### config.mk
export PLATFORM = sky130hd
export DESIGN_NAME = uart_rx_buffered
export DESIGN_NICKNAME = d
export VERILOG_FILES = /design/src/rtl/uart_pkg.sv /design/src/rtl/uart_rx_fifo.sv /design/src/rtl/uart_rx_buffered.sv
export SDC_FILE = /design/constraint.sdc
export NUM_CORES = 1
export LEC_CHECK = 0
export BUFFER_PORTS_ARGS = -buffer_cell sky130_fd_sc_hd__buf_2
export CAP_MARGIN = 20
export CORE_MARGIN = 2
export CORE_UTILIZATION = 30
export CTS_CLUSTER_SIZE = 24
export DETAILED_ROUTE_END_ITERATION = 7
export GPL_TIMING_DRIVEN = 0
export HOLD_SLACK_MARGIN = 0.08
export PLACE_DENSITY = 0.47
export SETUP_SLACK_MARGIN = 0.1
export SLEW_MARGIN = 20
export SYNTH_ARGS = -nofsm -noshare
export SYNTH_HDL_FRONTEND = slang
export SYNTH_SLANG_ARGS = --single-unit
### constraint.sdc
create_clock -name clk -period 2.9 [get_ports clk]
set_clock_uncertainty 0.1 [all_clocks]
set_input_delay 0 -clock clk [delete_from_list [all_inputs] [get_ports clk]]
set_output_delay 0 -clock clk [all_outputs]
set_load 0.02 [all_outputs]
### src/rtl/uart_pkg.sv
// Shared UART definitions: FSM encodings, oversampling phases and frame constants
// used by both the receiver and the transmitter.
package uart_pkg;

    typedef enum logic [2:0] {
        IDLE  = 3'd0,
        START = 3'd1,
        DATA  = 3'd2,
        STOP  = 3'd3,
        BREAK = 3'd4
    } uart_state_t;

    localparam int OVS       = 16;
    localparam int PH_W      = $clog2(OVS);
    localparam int DATA_BITS = 8;

    localparam logic [PH_W-1:0] PH_S0  = PH_W'(7);
    localparam logic [PH_W-1:0] PH_S1  = PH_W'(8);
    localparam logic [PH_W-1:0] PH_S2  = PH_W'(9);
    localparam logic [PH_W-1:0] PH_END = PH_W'(OVS - 1);

    function automatic logic majority3(input logic a, input logic b, input logic c);
        return (a & b) | (a & c) | (b & c);
    endfunction

endpackage

### src/rtl/uart_rx_fifo.sv
// Receive FIFO with show-ahead read port: rdata always presents the entry at the
// read pointer, so the head is visible without a read strobe.
module uart_rx_fifo #(
    parameter int AW = 3,
    parameter int W  = 8
) (
    input  logic          clk,
    input  logic          rst_n,
    input  logic          push,
    input  logic          pop,
    input  logic [W-1:0]  wdata,
    output logic [W-1:0]  rdata,
    output logic [AW:0]   count,
    output logic          full,
    output logic          empty
);

    localparam int DEPTH = 2 ** AW;

    logic [W-1:0]  mem [DEPTH];
    logic [AW-1:0] wr_ptr;
    logic [AW-1:0] rd_ptr;
    logic          do_push;
    logic          do_pop;

    assign full    = (count == (AW+1)'(DEPTH));
    assign empty   = (count == '0);
    assign do_pop  = pop && !empty;
    // A full FIFO still accepts a write when the same cycle frees a slot.
    assign do_push = push && (!full || do_pop);
    assign rdata   = mem[rd_ptr];

    always_ff @(posedge clk or negedge rst_n) begin
        if (!rst_n) begin
            for (int i = 0; i < DEPTH; i++) begin
                mem[i] <= '0;
            end
            wr_ptr <= '0;
            rd_ptr <= '0;
            count  <= '0;
        end else begin
            if (do_push) begin
                mem[wr_ptr] <= wdata;
                wr_ptr      <= wr_ptr + 1'b1;
            end
            if (do_pop) begin
                rd_ptr <= rd_ptr + 1'b1;
            end
            case ({do_push, do_pop})
                2'b10:   count <= count + 1'b1;
                2'b01:   count <= count - 1'b1;
                default: count <= count;
            endcase
        end
    end

endmodule

### src/rtl/uart_rx_buffered.sv
// 8N1 UART receiver with 16x oversampling, 3-sample majority vote, framing-error
// detection and a show-ahead receive FIFO drained by the CPU.
module uart_rx_buffered
    import uart_pkg::*;
#(
    parameter int DIV = 163,
    parameter int AW  = 3
) (
    input  logic          clk,
    input  logic          rst_n,
    input  logic          rx,
    input  logic          rd_en,
    input  logic          clr_err,
    output logic [7:0]    data,
    output logic          valid,
    output logic [AW:0]   count,
    output logic          frame_err,
    output logic          overrun
);

    localparam int CW = (DIV > 1) ? $clog2(DIV) : 1;
    localparam logic [CW-1:0] CNT_MAX = CW'(DIV - 1);

    uart_state_t          state;
    logic                 rx_meta;
    logic                 rx_s;
    logic [CW-1:0]        cnt_freq;
    logic [PH_W-1:0]      ph;
    logic [2:0]           bit_idx;
    logic [1:0]           samples;
    logic [DATA_BITS-1:0] shift_reg;
    logic                 push_req;
    logic                 tick;
    logic                 bit_val;
    logic                 fifo_full;
    logic                 fifo_empty;

    assign tick    = (state != IDLE) && (cnt_freq == '0);
    assign bit_val = majority3(samples[0], samples[1], rx_s);
    assign valid   = !fifo_empty;

    always_ff @(posedge clk or negedge rst_n) begin
        if (!rst_n) begin
            rx_meta <= 1'b1;
            rx_s    <= 1'b1;
        end else begin
            rx_meta <= rx;
            rx_s    <= rx_meta;
        end
    end

    // Returning to IDLE at mid-stop-bit lets a following start edge be caught without a gap.
    always_ff @(posedge clk or negedge rst_n) begin
        if (!rst_n) begin
            state     <= IDLE;
            cnt_freq  <= CNT_MAX;
            ph        <= '0;
            bit_idx   <= '0;
            samples   <= '0;
            shift_reg <= '0;
            push_req  <= 1'b0;
            frame_err <= 1'b0;
        end else begin
            push_req <= 1'b0;
            if (clr_err) begin
                frame_err <= 1'b0;
            end
            if (state == IDLE) begin
                cnt_freq <= CNT_MAX;
                ph       <= '0;
                if (!rx_s) begin
                    state <= START;
                end
            end else begin
                cnt_freq <= (cnt_freq == '0) ? CNT_MAX : cnt_freq - 1'b1;
                if (state == BREAK) begin
                    if (rx_s) begin
                        state <= IDLE;
                    end
                end else if (tick) begin
                    ph <= ph + 1'b1;
                    if (ph == PH_S0) samples[0] <= rx_s;
                    if (ph == PH_S1) samples[1] <= rx_s;
                    case (state)
                        START: begin
                            if (ph == PH_S2 && bit_val) begin
                                state <= IDLE;
                            end else if (ph == PH_END) begin
                                state   <= DATA;
                                bit_idx <= '0;
                            end
                        end
                        DATA: begin
                            if (ph == PH_S2) begin
                                shift_reg <= {bit_val, shift_reg[DATA_BITS-1:1]};
                            end
                            if (ph == PH_END) begin
                                if (bit_idx == 3'd7) begin
                                    state <= STOP;
                                end else begin
                                    bit_idx <= bit_idx + 1'b1;
                                end
                            end
                        end
                        STOP: begin
                            if (ph == PH_S2) begin
                                if (bit_val) begin
                                    push_req <= 1'b1;
                                    state    <= IDLE;
                                end else begin
                                    frame_err <= 1'b1;
                                    state     <= BREAK;
                                end
                            end
                        end
                        default: state <= state;
                    endcase
                end
            end
        end
    end

    // A set in the same cycle as clr_err wins.
    always_ff @(posedge clk or negedge rst_n) begin
        if (!rst_n) begin
            overrun <= 1'b0;
        end else begin
            if (clr_err) begin
                overrun <= 1'b0;
            end
            if (push_req && fifo_full && !rd_en) begin
                overrun <= 1'b1;
            end
        end
    end

    uart_rx_fifo #(
        .AW (AW),
        .W  (DATA_BITS)
    ) u_fifo (
        .clk   (clk),
        .rst_n (rst_n),
        .push  (push_req),
        .pop   (rd_en),
        .wdata (shift_reg),
        .rdata (data),
        .count (count),
        .full  (fifo_full),
        .empty (fifo_empty)
    );

endmodule

---- Yosys cells after proc, flatten, opt, wreduce, memory -nomap -nowiden ----
Cells that the tools add are included.
word-level totals
  register bits ........................... 107
  input port bits ......................... 5
  logic and storage cells ................. 136
  output and inout port bits .............. 15
operators by class
  equal/unequal tests ..................... 23
  mux-type cells .......................... 44
  bitwise operators ....................... 9
  reductions and logical operators ........ 27
  add/subtract/negate cells ............... 7
  $lt $le $gt $ge ......................... 3
operator list
  cell                                                                   number
  64-bit bitwise mux                                                     1
  3-bit 2-to-1 mux                                                       15
  8-bit 2-to-1 mux                                                       5
  8-bit binary-select mux with 3-bit select                              1
  8-bit demux with 3-bit select                                          1
  4-bit equality test, second input constant                             4
  8-bit AND reduction                                                    2
  1-bit 2-to-1 mux                                                       15
  4-bit 2-to-1 mux                                                       3
  2-bit != test, second input constant                                   6
  4-bit != test, second input constant                                   3
  3-bit by 1-bit adder with 3-bit output, second input constant          3
  3-bit one-hot mux with 3 select lines                                  1
  4-bit by 1-bit adder with 4-bit output, second input constant          2
  4-bit >= comparator, second input constant                             2
  8-bit zero test                                                        1
  3-bit inverter with 4-bit output                                       2
  4-bit one-hot mux with 2 select lines                                  1
  4-bit AND reduction                                                    2
  2-bit nonzero test                                                     4
  8-bit by 1-bit subtractor with 8-bit output, second input constant     1
  1-bit logical AND                                                      7
  3-bit by 2-bit equality test with 1-bit output, second input constant  2
  3-bit equality test, second input constant                             2
  20 further kinds                                                       27

---- Depth between registers and ports, before layout ----
Gate-level depths: netlist of the first run.
  depth in word-level cells ............... 9
  depth in mapped cells ................... 11
  gate-level depth less buffers ........... 10

---- Hierarchy ----
From an unflattened synthesis of the first run, not the netlist that was laid out.
unflattened totals
  cells, all modules ...................... 377
  area, all modules ....................... 5235.0 µm²
modules (own cells, without submodules)
  module            cells each  area an instance (µm²)  sequential area each (µm²)  times used
  uart_rx_fifo      230         3632.2                  1851.8                      1
  uart_rx_buffered  147         1602.8                  832.0                       1

---- Worst setup path before layout of the first run ----
Ideal clock, no wire load.
  kind .................................... register to register
  from .................................... register u_fifo.count[1]
  to ...................................... register u_fifo.count[2]
  stages on the path, launching flop included .. 11
  library setup time ...................... 0.134 ns
  slack ................................... 0.096 ns
  data required time ...................... 2.666 ns
  period minus slack after synthesis ...... 2.804 ns
  path buffers ............................ 1
  data arrival time ....................... 2.569 ns
  cells stage by stage .................... dfrtp_1 -> or4_1 -> and2_1 -> clkbuf_1 -> ha_1 -> xor2_1 -> ha_1 -> a21oi_1 -> xor2_1 -> nor2_1 -> xor2_1
between the ends
  word-level cells in the longest chain between the ends .. 7
  elaborated cells on any way between the ends .. 13
  classes of those cells .................. 2 x add/sub; 3 x eq/ne; 1 x mux; 7 x reduce/logical
RTL lines
  item                                                                                          line                    source
  from (decl)                                                                                   uart_rx_fifo.sv:13      output logic [AW:0] count,
  from (signal assigned)                                                                        uart_rx_fifo.sv:50      2'b10: count <= count + 1'b1;
  from (signal assigned)                                                                        uart_rx_fifo.sv:51      2'b01: count <= count - 1'b1;
  from (signal assigned)                                                                        uart_rx_fifo.sv:52      default: count <= count;
  4-bit zero test (*)                                                                           uart_rx_fifo.sv:27      assign empty = (count == '0);
  1-bit zero test (*)                                                                           -
  net valid                                                                                     uart_rx_buffered.sv:15  output logic valid,
  1-bit logical AND (*)                                                                         uart_rx_fifo.sv:28      assign do_pop = pop && !empty;
  net u_fifo.do_pop                                                                             uart_rx_fifo.sv:24      logic do_pop;
  1-bit logical OR                                                                              uart_rx_fifo.sv:30      assign do_push = push && (!full || do_pop);
  1-bit logical AND                                                                             uart_rx_fifo.sv:30
  2-bit by 1-bit equality test with 1-bit output / 2-bit equality test (equally long branches)  uart_rx_fifo.sv:49      case ({do_push, do_pop})
  4-bit one-hot mux with 2 select lines / 2-bit nonzero test (equally long branches)            -
Mark *: on every way through the listed nets, which the timed path passes. The rest lies on a longest branch.
A chain may end at the register's enable or synchronous reset.

---- Final worst setup path of the first run ----
  from .................................... register u_fifo.count[0]
  to ...................................... register u_fifo.count[2]
between the ends
  word-level cells in the longest chain between the ends .. 7
  elaborated cells on any way between the ends .. 13
  classes of those cells .................. 2 x add/sub; 3 x eq/ne; 1 x mux; 7 x reduce/logical
RTL lines
  item                                                                                          line
  4-bit zero test (*)                                                                           uart_rx_fifo.sv:27
  1-bit zero test (*)                                                                           uart_rx_fifo.sv:28
  1-bit logical AND (*)                                                                         uart_rx_fifo.sv:28
  net u_fifo.do_pop                                                                             uart_rx_fifo.sv:24
  1-bit logical OR                                                                              uart_rx_fifo.sv:30
  1-bit logical AND                                                                             uart_rx_fifo.sv:30
  2-bit by 1-bit equality test with 1-bit output / 2-bit equality test (equally long branches)  uart_rx_fifo.sv:49
  4-bit one-hot mux with 2 select lines / 2-bit nonzero test (equally long branches)            -
Marks and branches as above.

==> metrics.cfg, run 1 <==
[timing]
max_freq_mhz = 379
rsz0062_at_grt = false
tightest_slew_ps = 964
slew_headroom = 0.354
period_needed_ps = 2640
finalHoldViolCount = 0
worst_hold_slack_ps = 183
min_period_over_period = 0.910
finalSetupTns_ps = 0
finalSetupViolations = 0
final_max_slew_viol_count = 0

[floorplanning]
die_height_um = 135
fp-row-count = 47
io_pins = 20
core_sq_mm = 0.0166
fp.dieW_um = 135
dieArea_sq_mm = 0.0181
start_util = 0.307

[critical_path]
critPathRequiredTime_ps = 3030
crit_buf_inv = 1
rr_startpoint = u_fifo.count[0]
critPathMaxStageDelay_ps = 540
crit_type = register to register
cp-start-kind = register
path_cells = or4_4, and2_1, clkbuf_1, ha_2, xor2_1, ha_1, a21oi_1, xor2_1, nor2_1, xor2_1
crit_slowest_cell = or4_4
crit_start = u_fifo.count[0]
crit_path_end_kind = register
crit_family = simple AND/OR/NAND/NOR gates
arrival_ps = 2770
crit_fanout = 7
path_common_cell = xor2_1

[synthesis]
synthArstFlopShare = 1.00
synth_area_sq_mm = 0.00511
synth_cell_types = 50
ys_ff_latch = 107
syn_area_per_cell_sq_um = 13.5
synth_enable_flop_cells = 0
postSynthCellCount = 380
yosys_most_used_dff = dfrtp_1
ys_seq_area_frac = 0.525
yosys_warnings = 0
syn-num-nets = 397

[grt]
antenna_found_initial = 0
grt_start_max_net_pins = 79
grt_use_total = 0.128
grt_pass1_wl_um = 17600
first_global_vias = 3248
overflow = 0

[clocking]
cts_sinks = 107
cts_buffers = 9
path_clk_slew_ps = 70
clk_latency_ps = 350
ctsLongestPathBuffers = 2
post-cts-setup-buffers = 0
root_buffer = clkbuf_16
htree_levels = 3
tritoncts = built

[hold_path]
min_from = rx
hold_path_class = input port to register

[power_and_ir_drop]
ir_drop_mv = 0.261
p_leak_nw = 2.77
p_per_area_mw_per_mm2 = 496

[placed_design]
hpwl_um = 6700
io_buffers = 19
gp_congestion = 0.703

[cells_and_area]
seq_area_sq_mm = 0.00269
fill_cells = 1584
diodes = 0
synthToLayoutAreaGrowth_pct = 16.1
nets = 434
largest_reg_flops = 64
drive_gt1_frac = 0.380
multiInputGateArea_sq_mm = 0.00228

[route]
via_count = 3045
final_antenna_net_count = 0
wl_per_cell_um = 16.2
initialDrtViolationCount = 152
viasPerCell = 4.75
drc_errors = 0
routed_wl_um = 10400
firstDrtPassIters = 4

[status]
status = completed

[job]
drv_cap = 0

worst reg2reg max path, cell delays in order, from the launching register on:
cell and delay [ps]:
dfrtp_2 450, or4_4 540, and2_1 170, clkbuf_1 180, ha_2 260, xor2_1 150
ha_1 180, a21oi_1 140, xor2_1 160, nor2_1 60, xor2_1 140
kinds of logic after synthesis:
kind of cell,count (synthesis),share of synthesized area
AO/OA/AOI/OAI,23,0.0281
XOR/XNOR,14,0.0240
adder cells (fa/ha/maj),13,0.0313
buffers and inverters,38,0.0306
flip-flops,107,0.525
multiplexers,105,0.265
AND/OR/NAND/NOR,80,0.0959
path summary, 6_finish.rpt:
check	slack, ps	end	cells after the start
max in group asynchronous	1680	cnt_freq[7]	4
hold reg to reg	260	rx_s	0
min in group asynchronous	600	u_fifo.count[0]	4
setup / recovery	260	u_fifo.count[2]	10
hold / removal	180	rx_meta	2
setup reg to reg	260	u_fifo.count[2]	10
Yosys cell counts, types with 5 or more instances:
cell type	count	area, sq um
nand3_1	5	25.0
mux4_2	16	360
inv_1	15	56.3
nor2_1	15	56.3
xor2_1	7	61.3
ha_1	12	150
xnor2_1	7	61.3
nor3_1	5	25.0
dfstp_2	5	131
clkbuf_1	7	26.3
mux2_2	85	957
buf_1	11	41.3
dfrtp_1	102	2550
nand2_1	17	63.8
o21ai_0	9	45.0
power by group:
group | switching, mW | total, mW | internal (mW)
Combinational | 0.0321 | 0.0465 | 0.0143
Clock | 0.541 | 1.41 | 0.865
Sequential | 0.00162 | 1.50 | 1.49
Total | 0.575 | 2.95 | 2.37
layout make-up:
| cell class | instances | share of cell area |
|---|---|---|
| Clock inverter | 4 | 0.0166 |
| Sequential cell | 107 | 0.452 |
| Buffer | 22 | 0.0164 |
| Tap cell | 220 | 0.0463 |
| Timing Repair Buffer | 26 | 0.0335 |
| Clock buffer | 11 | 0.0409 |
| Inverter | 16 | 0.0101 |
| Multi-Input combinational cell | 235 | 0.384 |
repair_timing:
item / in CTS / in global routing
hold buffers: 6 / 0
gates cloned: 0 / 0
pin swaps: 0 / 0
endpoints found under the setup margin: 8 / 1
hold endpoints to repair: 105 / 0
resized for setup: 1 / 3
through the flow:
stage | util | setup WS [ps] | instances | instance area, sq um | total power [mW]
after floorplan | - | 188 | 380 | 5120 | 1.52
after global placement | 0.330 | 203 | 619 | 5490 | 1.56
after detailed placement | 0.332 | 176 | 620 | 5520 | 1.57
after CTS | 0.357 | 162 | 641 | 5940 | 3.00
after global routing | 0.357 | 123 | 641 | 5940 | 3.06
final | 0.357 | 262 | 641 | 5940 | 2.95
metal layers:
metal  vias to the layer above  GRT usage  wire length, um
li1                       1442          -                -
met1                      1570      0.173             5190
met2                        17      0.202             4820
met3                        16     0.0221              187
met4                         0     0.0567              199
met5                         -          0                0
cell usage in the layout, fill, tap and decap left out, drive strengths merged, types with 3 or more instances in the layout:
| cell | netlist | final |
|---|---|---|
| nand3 | 6 | 6 |
| mux2 | 85 | 85 |
| nor4 | 4 | 4 |
| clkbuf | 7 | 18 |
| nand4 | 4 | 4 |
| dlygate4sd3 | 0 | 5 |
| a21oi | 4 | 4 |
| nand2 | 17 | 17 |
| xnor2 | 7 | 7 |
| nor2 | 15 | 15 |
| mux4 | 16 | 16 |
| or3 | 3 | 3 |
| bufinv | 0 | 3 |
| nor2b | 3 | 3 |
| nand2b | 3 | 3 |
| or4 | 3 | 3 |
| dfstp | 5 | 5 |
| buf | 15 | 36 |
| mux2i | 4 | 4 |
| ha | 12 | 12 |
| nor3 | 6 | 6 |
| xor2 | 7 | 7 |
| dfrtp | 102 | 102 |
| inv | 16 | 16 |
| o21ai | 9 | 9 |
Note: power is estimated with default switching activity, not from simulation.
==> run 2: changes to the inputs <==
Clock period 2.9 ns to 3.1 ns, I/O delays scaled along.
==> metrics.cfg, run 2 (synthesis gave the netlist of run 1 again) <==
[clocking]
cts_sinks = 107  ; unchanged
cts_buffers = 9  ; unchanged
htree_levels = 3  ; unchanged
clk_latency_ps = 350  ; about the same
tritoncts = built  ; unchanged
root_buffer = clkbuf_16  ; unchanged
path_clk_slew_ps = 70  ; about the same
ctsResizeCount = 0  ; was 1
ctsLongestPathBuffers = 2  ; unchanged

[route]
wl_per_cell_um = 16.3  ; was 16.2 um
viasPerCell = 4.75  ; about the same
via_count = 3047  ; was 3,045
routed_wl_um = 10500  ; was 10,400 um
initialDrtViolationCount = 191  ; was 152
drc_errors = 0  ; unchanged
final_antenna_net_count = 0  ; unchanged
firstDrtPassIters = 4  ; unchanged

[cells_and_area]
final_common_cell = dfrtp_1  ; unchanged
final_area_sq_mm = 0.00590  ; was 0.00594 sq mm
nets = 433  ; was 434
final_cell_mix = 102 x dfrtp_1, 85 x mux2_2, 20 x buf_2, 17 x nand2_1, 16 x mux4_2  ; was 100 x dfrtp_1, 85 x mux2_2, 20 x buf_2, 17 x nand2_1, 16 x mux4_2
multiInputGateArea_sq_mm = 0.00227  ; was 0.00228 sq mm
fill_cells = 1629  ; was 1,584
diodes = 0  ; unchanged
seq_area_sq_mm = 0.00268  ; was 0.00269 sq mm
drive_gt1_frac = 0.368  ; was 0.380
synthToLayoutAreaGrowth_pct = 15.3  ; was 16.1%
largest_reg_flops = 64  ; unchanged

[critical_path]
crit_type = register to register  ; unchanged
crit_family = simple AND/OR/NAND/NOR gates  ; unchanged
rr_startpoint = u_fifo.count[0]  ; unchanged
arrival_ps = 2880  ; was 2770 ps
regToRegSetupSlack_ps = 350  ; was 260 ps
crit_slowest_cell = or4_1  ; was or4_4
r2r_end = u_fifo.count[2]  ; unchanged
path_common_cell = xor2_1  ; unchanged
crit_path_end_kind = register  ; unchanged
crit_buf_inv = 1  ; unchanged
r2r_cells = 10  ; unchanged
critPathMaxStageDelay_ps = 550  ; was 540 ps
critPathRequiredTime_ps = 3230  ; was 3030 ps
cp-start-kind = register  ; unchanged
crit_fanout = 7  ; unchanged
path_cells = or4_1, and2_1, clkbuf_1, ha_1, xor2_1, ha_1, a21oi_1, xor2_1, nor2_1, xor2_1  ; was or4_4, and2_1, clkbuf_1, ha_2, xor2_1, ha_1, a21oi_1, xor2_1, nor2_1, xor2_1

[grt]
overflow = 0  ; unchanged
grt_use_total = 0.127  ; was 0.128
antenna_found_initial = 0  ; unchanged
grt_start_max_net_pins = 66  ; was 79
grt_pass1_wl_um = 17400  ; was 17,600 um
first_global_vias = 3200  ; was 3,248

[floorplanning]
dieArea_sq_mm = 0.0181  ; unchanged
io_pins = 20  ; unchanged
fp-row-count = 47  ; unchanged
core_sq_mm = 0.0166  ; unchanged
start_util = 0.307  ; unchanged
fp.dieW_um = 135  ; unchanged
die_height_um = 135  ; unchanged

[hold_path]
hold_path_class = input port to asynchronous set/reset pin  ; was input port to register

[timing]
finalSetupTns_ps = 0  ; unchanged
final_max_slew_viol_count = 0  ; unchanged
finalSetupViolations = 0  ; unchanged
max_freq_mhz = 363  ; was 379 MHz
slew_headroom = 0.312  ; was 0.354
rsz0062_at_grt = false  ; unchanged
min_period_over_period = 0.888  ; was 0.910
period_needed_ps = 2750  ; was 2640 ps
tightest_slew_ps = 1030  ; was 964 ps
finalHoldViolCount = 0  ; unchanged

[power_and_ir_drop]
report.power.total_mw = 2.67  ; was 2.95 mW
ir_drop_mv = 0.257  ; was 0.261 mV
p_leak_nw = 2.75  ; was 2.77 nW
p_per_area_mw_per_mm2 = 453  ; was 496 mW/mm^2

[job]
drv_cap = 0  ; unchanged

[placed_design]
io_buffers = 19  ; unchanged
gp_congestion = 0.758  ; was 0.703
hpwl_um = 6620  ; was 6700 um
place_area_sq_mm = 0.00552  ; about the same

[status]
status = completed  ; unchanged

run 2: how the worst max path moves through the flow:
stage / cells after the start / startpoint / end
2_1_floorplan: 10 / u_fifo.count[1] / u_fifo.count[2]
6_report: 10 / u_fifo.count[0] / u_fifo.count[2]
5_1_grt: 10 / u_fifo.count[0] / u_fifo.count[2]
3_3_place_gp: 10 / u_fifo.count[0] / u_fifo.count[2]
3_5_place_dp: 10 / u_fifo.count[1] / u_fifo.count[2]
4_1_cts: 5 / u_fifo.rd_ptr[1] / data[5]
run 2: repair_timing:
action / 4_1_cts / 5_1_grt
endpoints found under the hold margin: 110 / 0
hold buffers: 5 / 0
setup endpoints to repair: 0 / 0
setup buffers: 0 / 0
run 2: final cells by class:
cell class | count | area share
clock buffers | 11 | 0.0395
clock inverters | 5 | 0.0144
flip-flops and latches | 107 | 0.455
plain buffers | 22 | 0.0163
well taps | 220 | 0.0467
multi-input cells | 235 | 0.386
inverters | 16 | 0.0102
repair buffers | 25 | 0.0320
run 2: report_power, final:
group / switching, mW / total (mW) / internal (mW)
Clock: 0.517 / 1.23 / 0.715
Sequential: 0.00158 / 1.40 / 1.40
Combinational: 0.0305 / 0.0423 / 0.0118
run 2: routing by layer:
metal	vias up	track usage	wire, um
met4	0	0.0515	174
met3	14	0.0267	197
met5	-	0	0
met2	22	0.213	5210
met1	1569	0.162	4880
li1	1442	-	-
run 2: metrics by stage:
| step | utilization | setup slack, ps | instances | hold slack [ps] |
|---|---|---|---|---|
| after floorplan | - | 296 | 380 | -396 |
| after detailed placement | 0.332 | 373 | 620 | -144 |
| after global routing | 0.354 | 204 | 641 | 135 |
| final | 0.354 | 346 | 641 | 130 |
| after global placement | 0.330 | 408 | 619 | 8.66 |
| after CTS | 0.354 | 261 | 641 | 124 |
